**config.mk**
```make
export PLATFORM = sky130hd
export DESIGN_NAME = pe_rn
export DESIGN_NICKNAME = d
export VERILOG_FILES = /design/src/rtl/pe_rn_pkg.sv /design/src/rtl/pe_rn_ctrl.sv /design/src/rtl/pe_rn.sv
export SDC_FILE = /design/constraint.sdc
export NUM_CORES = 2
export LEC_CHECK = 0
export ABC_AREA = 0
export BUFFER_PORTS_ARGS = -buffer_cell sky130_fd_sc_hd__buf_2
export CAP_MARGIN = 20
export CORE_MARGIN = 2
export CORE_UTILIZATION = 40
export CTS_BUF_LIST = sky130_fd_sc_hd__clkbuf_4 sky130_fd_sc_hd__clkbuf_8 sky130_fd_sc_hd__clkbuf_16
export CTS_CLUSTER_SIZE = 25
export DETAILED_ROUTE_END_ITERATION = 6
export PLACE_DENSITY_LB_ADDON = 0.3
export SLEW_MARGIN = 20
export SYNTH_ARGS = -nofsm -noshare
export SYNTH_HDL_FRONTEND = slang
export SYNTH_SLANG_ARGS = --single-unit
```
**constraint.sdc**
```tcl
create_clock -name clk -period 15.7 [get_ports clk]
set_input_delay 3.14 -clock clk [delete_from_list [all_inputs] [get_ports clk]]
set_output_delay 3.14 -clock clk [all_outputs]
set_load 0.02 [all_outputs]
```
**src/rtl/pe_rn_pkg.sv**
```systemverilog
// pe_rn shared types, constants and arithmetic helpers.
// Build option: PE_RN_SAT_EN selects clamping arithmetic; without it sums and truncations wrap.
package pe_rn_pkg;

    localparam int unsigned CNT_BW = 4;

    typedef enum logic [1:0] {
        ModeGemm = 2'b00,
        ModeDiv  = 2'b01,
        ModeExp  = 2'b10,
        ModeLog  = 2'b11
    } mode_e;

    typedef enum logic [1:0] {
        StIdle,
        StRun,
        StDone
    } state_e;

    // Source of the next oreg value
    typedef enum logic [1:0] {
        SelHold,
        SelGemm,
        SelLoad,
        SelStep
    } sel_e;

    // Reduce a full-precision value to a signed w-bit range (clamp or wrap),
    // returned sign-extended so callers slice the low w bits.
    function automatic logic signed [63:0] sat_fn(input logic signed [63:0] v,
                                                  input int unsigned       w);
`ifdef PE_RN_SAT_EN
        logic signed [63:0] max_v;
        logic signed [63:0] min_v;
        max_v = (64'sd1 <<< (w - 1)) - 64'sd1;
        min_v = -(64'sd1 <<< (w - 1));
        if (v > max_v) begin
            return max_v;
        end else if (v < min_v) begin
            return min_v;
        end
        return v;
`else
        return (v <<< (64 - w)) >>> (64 - w);
`endif
    endfunction

    // True when sat_fn had to alter the value
    function automatic logic clip_fn(input logic signed [63:0] v, input int unsigned w);
        return sat_fn(v, w) != v;
    endfunction

    // Drop the fraction bits of an accumulator value and fit it to a multiplier operand
    function automatic logic signed [63:0] trunc_fn(input logic signed [63:0] a,
                                                    input int unsigned       fra,
                                                    input int unsigned       w);
        return sat_fn(a >>> fra, w);
    endfunction

endpackage

```
**src/rtl/pe_rn_ctrl.sv**
```systemverilog
// pe_rn sequencer: IDLE/RUN/DONE FSM, Horner step counter, latched mode and per-mode step count.
module pe_rn_ctrl
    import pe_rn_pkg::*;
#(
    parameter int unsigned ITER_DIV = 4,
    parameter int unsigned ITER_EXP = 6,
    parameter int unsigned ITER_LOG = 5
) (
    input  logic       clk,
    input  logic       rst_n,
    input  logic [1:0] gemm_uno,
    input  logic       start_i,
    output sel_e       sel_o,
    output logic       busy_o,
    output logic       done_o
);

    state_e              r_state;
    state_e              w_state_d;
    mode_e               r_mode;
    logic [CNT_BW-1:0]   r_cnt;
    logic                r_busy;
    logic [CNT_BW-1:0]   w_n;
    logic                w_last;
    logic                w_start;

    assign w_start = (r_state == StIdle) && start_i && (gemm_uno != ModeGemm);

    // Step count for the latched mode
    always_comb begin
        w_n = CNT_BW'(ITER_DIV);
        case (r_mode)
            ModeExp: w_n = CNT_BW'(ITER_EXP);
            ModeLog: w_n = CNT_BW'(ITER_LOG);
            default: w_n = CNT_BW'(ITER_DIV);
        endcase
    end

    assign w_last = (r_cnt == (w_n - CNT_BW'(1)));

    // State register with mode latch, step counter and busy flag
    always_ff @(posedge clk) begin
        if (!rst_n) begin
            r_state <= StIdle;
            r_mode  <= ModeGemm;
            r_cnt   <= '0;
            r_busy  <= 1'b0;
        end else begin
            r_state <= w_state_d;
            // busy trails RUN by one edge so it covers the N update edges
            r_busy  <= (r_state == StRun);
            if (w_start) begin
                r_mode <= mode_e'(gemm_uno);
                r_cnt  <= '0;
            end else if (r_state == StRun) begin
                r_cnt <= r_cnt + CNT_BW'(1);
            end
        end
    end

    // Next-state logic
    always_comb begin
        w_state_d = r_state;
        case (r_state)
            StIdle:  if (w_start) w_state_d = StRun;
            StRun:   if (w_last) w_state_d = StDone;
            StDone:  w_state_d = StIdle;
            default: w_state_d = StIdle;
        endcase
    end

    // Datapath select and completion pulse
    always_comb begin
        sel_o  = SelHold;
        done_o = 1'b0;
        case (r_state)
            StIdle: begin
                if (gemm_uno == ModeGemm) begin
                    sel_o = SelGemm;
                end else if (start_i) begin
                    sel_o = SelLoad;
                end
            end
            StRun:   sel_o = SelStep;
            StDone:  done_o = 1'b1;
            default: sel_o = SelHold;
        endcase
    end

    assign busy_o = r_busy;

endmodule

```
**src/rtl/pe_rn.sv**
```systemverilog
// pe_rn: systolic GEMM MAC cell that also folds unary Horner evaluation (div/exp/log) in time.
// Build option: PE_RN_SAT_EN enables clamping arithmetic and the sat_o flag (tied 0 otherwise).
module pe_rn
    import pe_rn_pkg::*;
#(
    parameter int unsigned INT_BW   = 5,
    parameter int unsigned FRA_BW   = 7,
    parameter int unsigned MUL_BW   = 16,
    parameter int unsigned ACC_BW   = 32,
    parameter int unsigned ITER_DIV = 4,
    parameter int unsigned ITER_EXP = 6,
    parameter int unsigned ITER_LOG = 5
) (
    input  logic              clk,
    input  logic              rst_n,
    input  logic [1:0]        gemm_uno,
    input  logic              start_i,
    input  logic [ACC_BW-1:0] mac_i,
    input  logic [MUL_BW-1:0] x_i,
    input  logic [MUL_BW-1:0] wc_i,
    input  logic [ACC_BW-1:0] o_i,
    output logic [ACC_BW-1:0] mac_o,
    output logic [MUL_BW-1:0] wc_o,
    output logic [ACC_BW-1:0] o_o,
    output logic              busy_o,
    output logic              done_o,
    output logic              sat_o
);

    // An operand must fit the multiplier
    if (INT_BW + FRA_BW > MUL_BW) begin : g_bad_cfg
        $error("pe_rn: INT_BW + FRA_BW exceeds MUL_BW");
    end

    logic [MUL_BW-1:0]          r_wreg;
    logic [MUL_BW-1:0]          r_ireg;
    logic [MUL_BW-1:0]          r_xreg;
    logic [ACC_BW-1:0]          r_oreg;
    logic                       r_sat;

    sel_e                       w_sel;
    logic signed [2*MUL_BW-1:0] w_gemm_prod;
    logic signed [63:0]         w_gemm_sum;
    logic signed [MUL_BW-1:0]   w_ox;
    logic signed [2*MUL_BW-1:0] w_step_prod;
    logic signed [63:0]         w_step_sum;
    logic [MUL_BW-1:0]          w_xload;
    logic                       w_gemm_clip;
    logic                       w_step_clip;
    logic [ACC_BW-1:0]          w_oreg_d;
    logic                       w_sat_d;

    pe_rn_ctrl #(
        .ITER_DIV (ITER_DIV),
        .ITER_EXP (ITER_EXP),
        .ITER_LOG (ITER_LOG)
    ) u_ctrl (
        .clk      (clk),
        .rst_n    (rst_n),
        .gemm_uno (gemm_uno),
        .start_i  (start_i),
        .sel_o    (w_sel),
        .busy_o   (busy_o),
        .done_o   (done_o)
    );

    assign w_gemm_prod = $signed(r_wreg) * $signed(r_ireg);
    assign w_gemm_sum  = w_gemm_prod + $signed(o_i);

    assign w_ox        = MUL_BW'(trunc_fn(64'($signed(r_oreg)), FRA_BW, MUL_BW));
    assign w_step_prod = w_ox * $signed(r_xreg);
    assign w_step_sum  = w_step_prod + $signed(o_i);

    assign w_xload     = MUL_BW'(trunc_fn(64'($signed(mac_i)), FRA_BW, MUL_BW));

`ifdef PE_RN_SAT_EN
    assign w_gemm_clip = clip_fn(w_gemm_sum, ACC_BW);
    assign w_step_clip = clip_fn(w_step_sum, ACC_BW);
`else
    assign w_gemm_clip = 1'b0;
    assign w_step_clip = 1'b0;
`endif

    // Next oreg / sat flag; both hold unless oreg is written
    always_comb begin
        w_oreg_d = r_oreg;
        w_sat_d  = r_sat;
        unique case (w_sel)
            SelGemm: begin
                w_oreg_d = ACC_BW'(sat_fn(w_gemm_sum, ACC_BW));
                w_sat_d  = w_gemm_clip;
            end
            SelLoad: begin
                w_oreg_d = o_i;
                w_sat_d  = 1'b0;
            end
            SelStep: begin
                w_oreg_d = ACC_BW'(sat_fn(w_step_sum, ACC_BW));
                w_sat_d  = w_step_clip;
            end
            default: begin
                w_oreg_d = r_oreg;
                w_sat_d  = r_sat;
            end
        endcase
    end

    // Datapath registers
    always_ff @(posedge clk) begin
        if (!rst_n) begin
            r_wreg <= '0;
            r_ireg <= '0;
            r_xreg <= '0;
            r_oreg <= '0;
            r_sat  <= 1'b0;
        end else begin
            r_wreg <= wc_i;
            r_ireg <= x_i;
            if (w_sel == SelLoad) begin
                r_xreg <= w_xload;
            end
            r_oreg <= w_oreg_d;
            r_sat  <= w_sat_d;
        end
    end

    assign o_o   = r_oreg;
    assign mac_o = r_oreg;
    assign wc_o  = r_wreg;
    assign sat_o = r_sat;

endmodule

```
# Word-level counts from Yosys, hierarchy flattened
# Cells that the tools add are included.
[totals]
regBits = 89
in_bits = 101
out_inout_bits = 83
word_cells = 42
[classes]
addsub = 4
multipliers = 2
eq_ne = 10
muxes = 9
n_bitwise = 1
reduce_logical = 8
[ops]
columns = ["op", "n"]
rows = [
  ["case mux 32 bit (3 select lines)", 1],
  ["adder 32 bit", 2],
  ["multiplier 16 x 16 -> 32 bit", 2],
  ["case mux 2 bit (2 select lines)", 3],
  ["equality test 2 bit (second input constant)", 5],
  ["two-way mux 2 bit", 4],
  ["adder 4 x 1 -> 4 bit (second input constant)", 1],
  ["equality test 2 x 1 -> 1 bit (second input constant)", 2],
  ["equality test 4 bit", 1],
  ["logical NOT 2 bit", 2],
  ["inequality test 2 x 1 -> 1 bit (second input constant)", 2],
  ["subtractor 3 x 1 -> 4 bit (second input constant)", 1],
  ["nonzero test 3 bit", 1],
  ["logical AND 1 bit", 2],
  ["AND reduction 2 bit", 1],
  ["nonzero test 2 bit", 1],
  ["OR reduction 2 bit", 1],
  ["two-way mux 1 bit", 1],
  ["inverter 1 bit", 1],
]

# Depth between registers and ports, before layout
[logic_depth]
ltp_word = 6
mapped_depth = 25
depth_no_buf = 24

# Hierarchy
# Synthesis repeated with hierarchy kept, for this count alone.
[hier_totals]
cells_unflattened = 2743
hier_area_um2 = 25259.2
[by_module_without_submodules]
columns = ["mod", "instances", "cells_per_inst", "area_each_um2", "seq_area_each_um2"]
rows = [
  ["pe_rn", 1, 2695, 24823.8, 1601.5],
  ["pe_rn_ctrl", 1, 48, 435.4, 180.2],
]

# Least setup slack after synthesis
# Ideal clock, no wire load.
[synth_timing]
kind = "input port to flip-flop"
start = "input o_i[15]"
end = "register r_oreg[30] (netlist: mac_o[30])"
setup_ns = 0.079
arrival_ns = 7.722
required_time_ns = 15.621
setup_slack_ns = 7.899
path_stages = 19
path_buffers = 0
cell_sequence = "inv_1 -> fa_1 -> inv_1 -> fa_1 -> fa_1 -> fa_1 -> inv_1 -> fa_1 -> inv_1 -> ha_1 -> nand3_1 -> or3b_2 -> o21ai_2 -> nand4_1 -> a31oi_2 -> nand2_1 -> nor4b_1 -> a21oi_1 -> o211ai_1"
[synth_via]
elab_chain_cells = 2
elab_cells_between_ends = 3
cone_classes = "2 x add/sub; 1 x mux"
[synth_rtl]
columns = ["element", "line", "text"]
rows = [
  ["start, declared", "pe_rn.sv:21", "input logic [ACC_BW-1:0] o_i,"],
  ["adder 32 bit (on tied branches)", "pe_rn.sv:72, pe_rn.sv:68", ""],
  ["case mux 32 bit (3 select lines) *", "pe_rn.sv:88", "unique case (w_sel)"],
  ["end signal, assigned", "pe_rn.sv:122", "r_oreg <= w_oreg_d;"],
  ["end, declared", "pe_rn.sv:38", "logic [ACC_BW-1:0] r_oreg;"],
]
# Mark *: on every way between the ends. The rest lies on a longest branch, timed or not.
# A chain may end at the register's enable or synchronous reset.

# Worst setup path in the final report
# Same ends and word-level chain as after synthesis.

==> impl_results.md <==
- Status: completed
- CP Data Arrival Time: 8420 ps
- Achievable Freq: roughly 120 MHz
- Static leakage: 13.90 nW
- Clock slew at reported path FFs: around 80 ps
- Die width: 254.5 µm
- P per Cell Area: 123.3 nW/µm²
- Ys async rst share: 0%
- Max Root-Sink Buffers: 2
- Critical path class: in2reg
- Largest net degree at the start of global routing: 87
- Hold_buf cts: 0
- RSZ-0062 raised after global routing: no
- # rows: just over 90
- Number of global-route vias before repair: 19830
- CTS tree: yes
- Final nets: 3684
- Routed wire per std cell: 16.82 µm
- CTS Root Cell: clkbuf_16
- Total gr overflow: 0
- Top Ports: 184
- Mapped Area: 25090 µm²
- Slew Viols, Final: 0
- Required @ worst endpoint: 16010 ps
- Yosys reg bits: 89
- Core Area: 61830 µm²
- Syn-to-layout area delta: 6.762%
- Core Util, Final: 43.33%
- Vias: 18180
- Total negative slack: 0 ps
- Yosys warns: 0
- Total CTS buffers: 9
- DRC Markers: 0
- Layout cells sized above 1: 7.947%
- H-tree depth: 3
- Placed cell area: 26500 µm²
- TritonCTS Sinks: 89
- GR Util All Layers: between 20 and 25%
- EDFF count, synth: 0
- Routability-driven placement congestion ratio: 0.8541
- Startpoint Class: input port
- Cell variety after synth: 66
- PortBufs: 166
- Detailed Route WL: 61330 µm
- Latest clock arrival within the worst-skew pair: ~390 ps
- Commonest non-fill, non-tap cell in the layout: inv_1
- DRT iter0 DRCs: 1003
- Worst slew pin tran: 1017 ps
- Layout Skew: 10.43 ps
- Final setup viols: 0
- Top cells by area, synth: fa_1 (47%), inv_1 (10%), ha_1 (9.9%)
- Hold crit path type: reg2reg
- Crit Path Max Fanout: 6
- Resized cells post-CTS: 0
- Sequential share of the synthesized area: 7.101%
- Highest-count cells in the layout ignoring fill and taps: inv_1 (674), fa_1 (584), nand2_1 (353), and2_1 (244), ha_1 (198)
- Final worst-path cycle share: 51.64%
- Antenna violations before repair: 7
- Synth top area share: 46.59%
- VDD IR-drop max: 0.1135 mV
- DRT Pass-1 Iters: 5
- Power Total: 0.003304 W
- Via-per-instance ratio: approximately 5.0
- Syn nets: roughly 3600
- Hold Fails Final Rpt: 0
- HPWL after DPL: 51600 µm
- First-pass GRT wire length: 103100 µm
- Full die area: roughly 65000 µm²
- Mean Syn Cell Area: 9.168 µm²
- Post-route ant nets: 0
- Die Height: between 200 and 300 µm
- Setup crit end kind: flip-flop
- Synth area leader: fa_1
- Crit path time final: around 8100 ps
- Max-Cap Viols: 0
- Post-synth top flop: dfxtp_1
- Relative slew slack: 32.12%
- Post-CTS Setup Bufs: 0
- Post-Syn Instances: 2737
- Post-route cell area: 26790 µm²
- Initial core utilization: 40.58%
==> per-layer routing <==
layer / GRT usage (%) / wire [µm] / vias to the layer above
met5: 0 / 34 / -
met4: 4.471 / 1186 / 6
met3: 2.766 / 3159 / 76
met2: 35.61 / 30900 / 396
met1: 26.96 / 26040 / 9506
li1: - / - / 8197
==> worst paths after layout <==
| kind | startpoint | endpoint | slack, ps | cells past startpoint |
|---|---|---|---|---|
| worst min-delay path | u_ctrl.r_mode[1] | u_ctrl.r_mode[1] | 490 | 2 |
| worst min register to register | u_ctrl.r_mode[1] | u_ctrl.r_mode[1] | 490 | 2 |
| worst max register to register | mac_o[22] | mac_o[31] | 8490 | 23 |
| worst max-delay path | o_i[15] | mac_o[30] | 7590 | 20 |
==> power breakdown <==
group	leakage (nW)	switching [W]	internal, W
clock	0.143	0.000116	0.000111
combinational	13.0	0.00153	0.00115
sequential	0.738	0.000139	0.000262
total	13.9	0.00178	0.00152
==> registers in the layout, indices dropped and copies added (netlist names) <==
register / count
wc_o: 16
u_ctrl.busy_o: 1
u_ctrl.r_mode: 2
r_ireg: 16
r_xreg: 16
u_ctrl.r_cnt: 4
u_ctrl.r_state: 2
mac_o: 32
==> cell families after synthesis <==
| logic type | after synthesis | synth area share, % |
|---|---|---|
| buffers and inverters | 804 | 12.53 |
| DFF | 89 | 7.101 |
| and+or+nand+nor | 717 | 13.89 |
| xor gates and xnor gates | 84 | 2.932 |
| other | 1 | 0.01495 |
| adders and majority gates | 782 | 56.47 |
| AOI/OAI and AO/OA | 260 | 7.066 |
==> layout make-up <==
class / instances / area (µm²)
timing repair buffer: 182 / 950.9
sequential: 89 / 1782
multi-input combinational: 1844 / 20180
clock inverter: 7 / 60.06
clock buffer: 9 / 225.2
fill: 6086 / 35040
tap: 837 / 1047
inverter: 675 / 2534
antenna: 3 / 7.507
==> cell usage after synthesis (all sizes together) (4+ instances only) <==
cell and n:
inv 674, fa 584, nand2 353, and2 244, ha 198, clkbuf 93
dfxtp 89, a21oi 68, xnor2 61, o21ai 52, nor2 45, buf 36
a21o 28, a221oi 28, xor2 23, a21boi 20, nand2b 20, nor3 12
nor2b 10, a211oi 8, nand3 8, o21a 8, a31oi 7, and3 7
a22oi 5, o211ai 5, o21bai 5, or3 4
==> worst max-delay path, cell delays in order <==
cell and delay, ps:
buf_2 90, inv_1 110, fa_1 540, inv_1 50, fa_1 420, fa_1 530, fa_1 540, inv_1 50
fa_1 470, inv_1 40, ha_1 390, nand3_1 210, or3b_2 500, o21ai_2 260, nand4_1 220, a31oi_2 290
nand2_1 110, nor4b_1 280, a21oi_1 70, o211ai_1 100
==> per-stage QoR <==
stage,hold WS (ps),setup slack (ps),std cells
after detailed placement,466.2,7231,3627
final,494.1,7593,3646
after global placement,456.4,7285,3627
after CTS,478.6,7626,3643
after floorplan,440.4,7899,2737
after global routing,501.5,7358,3644
No activity file was read; power rests on OpenSTA's default activity.
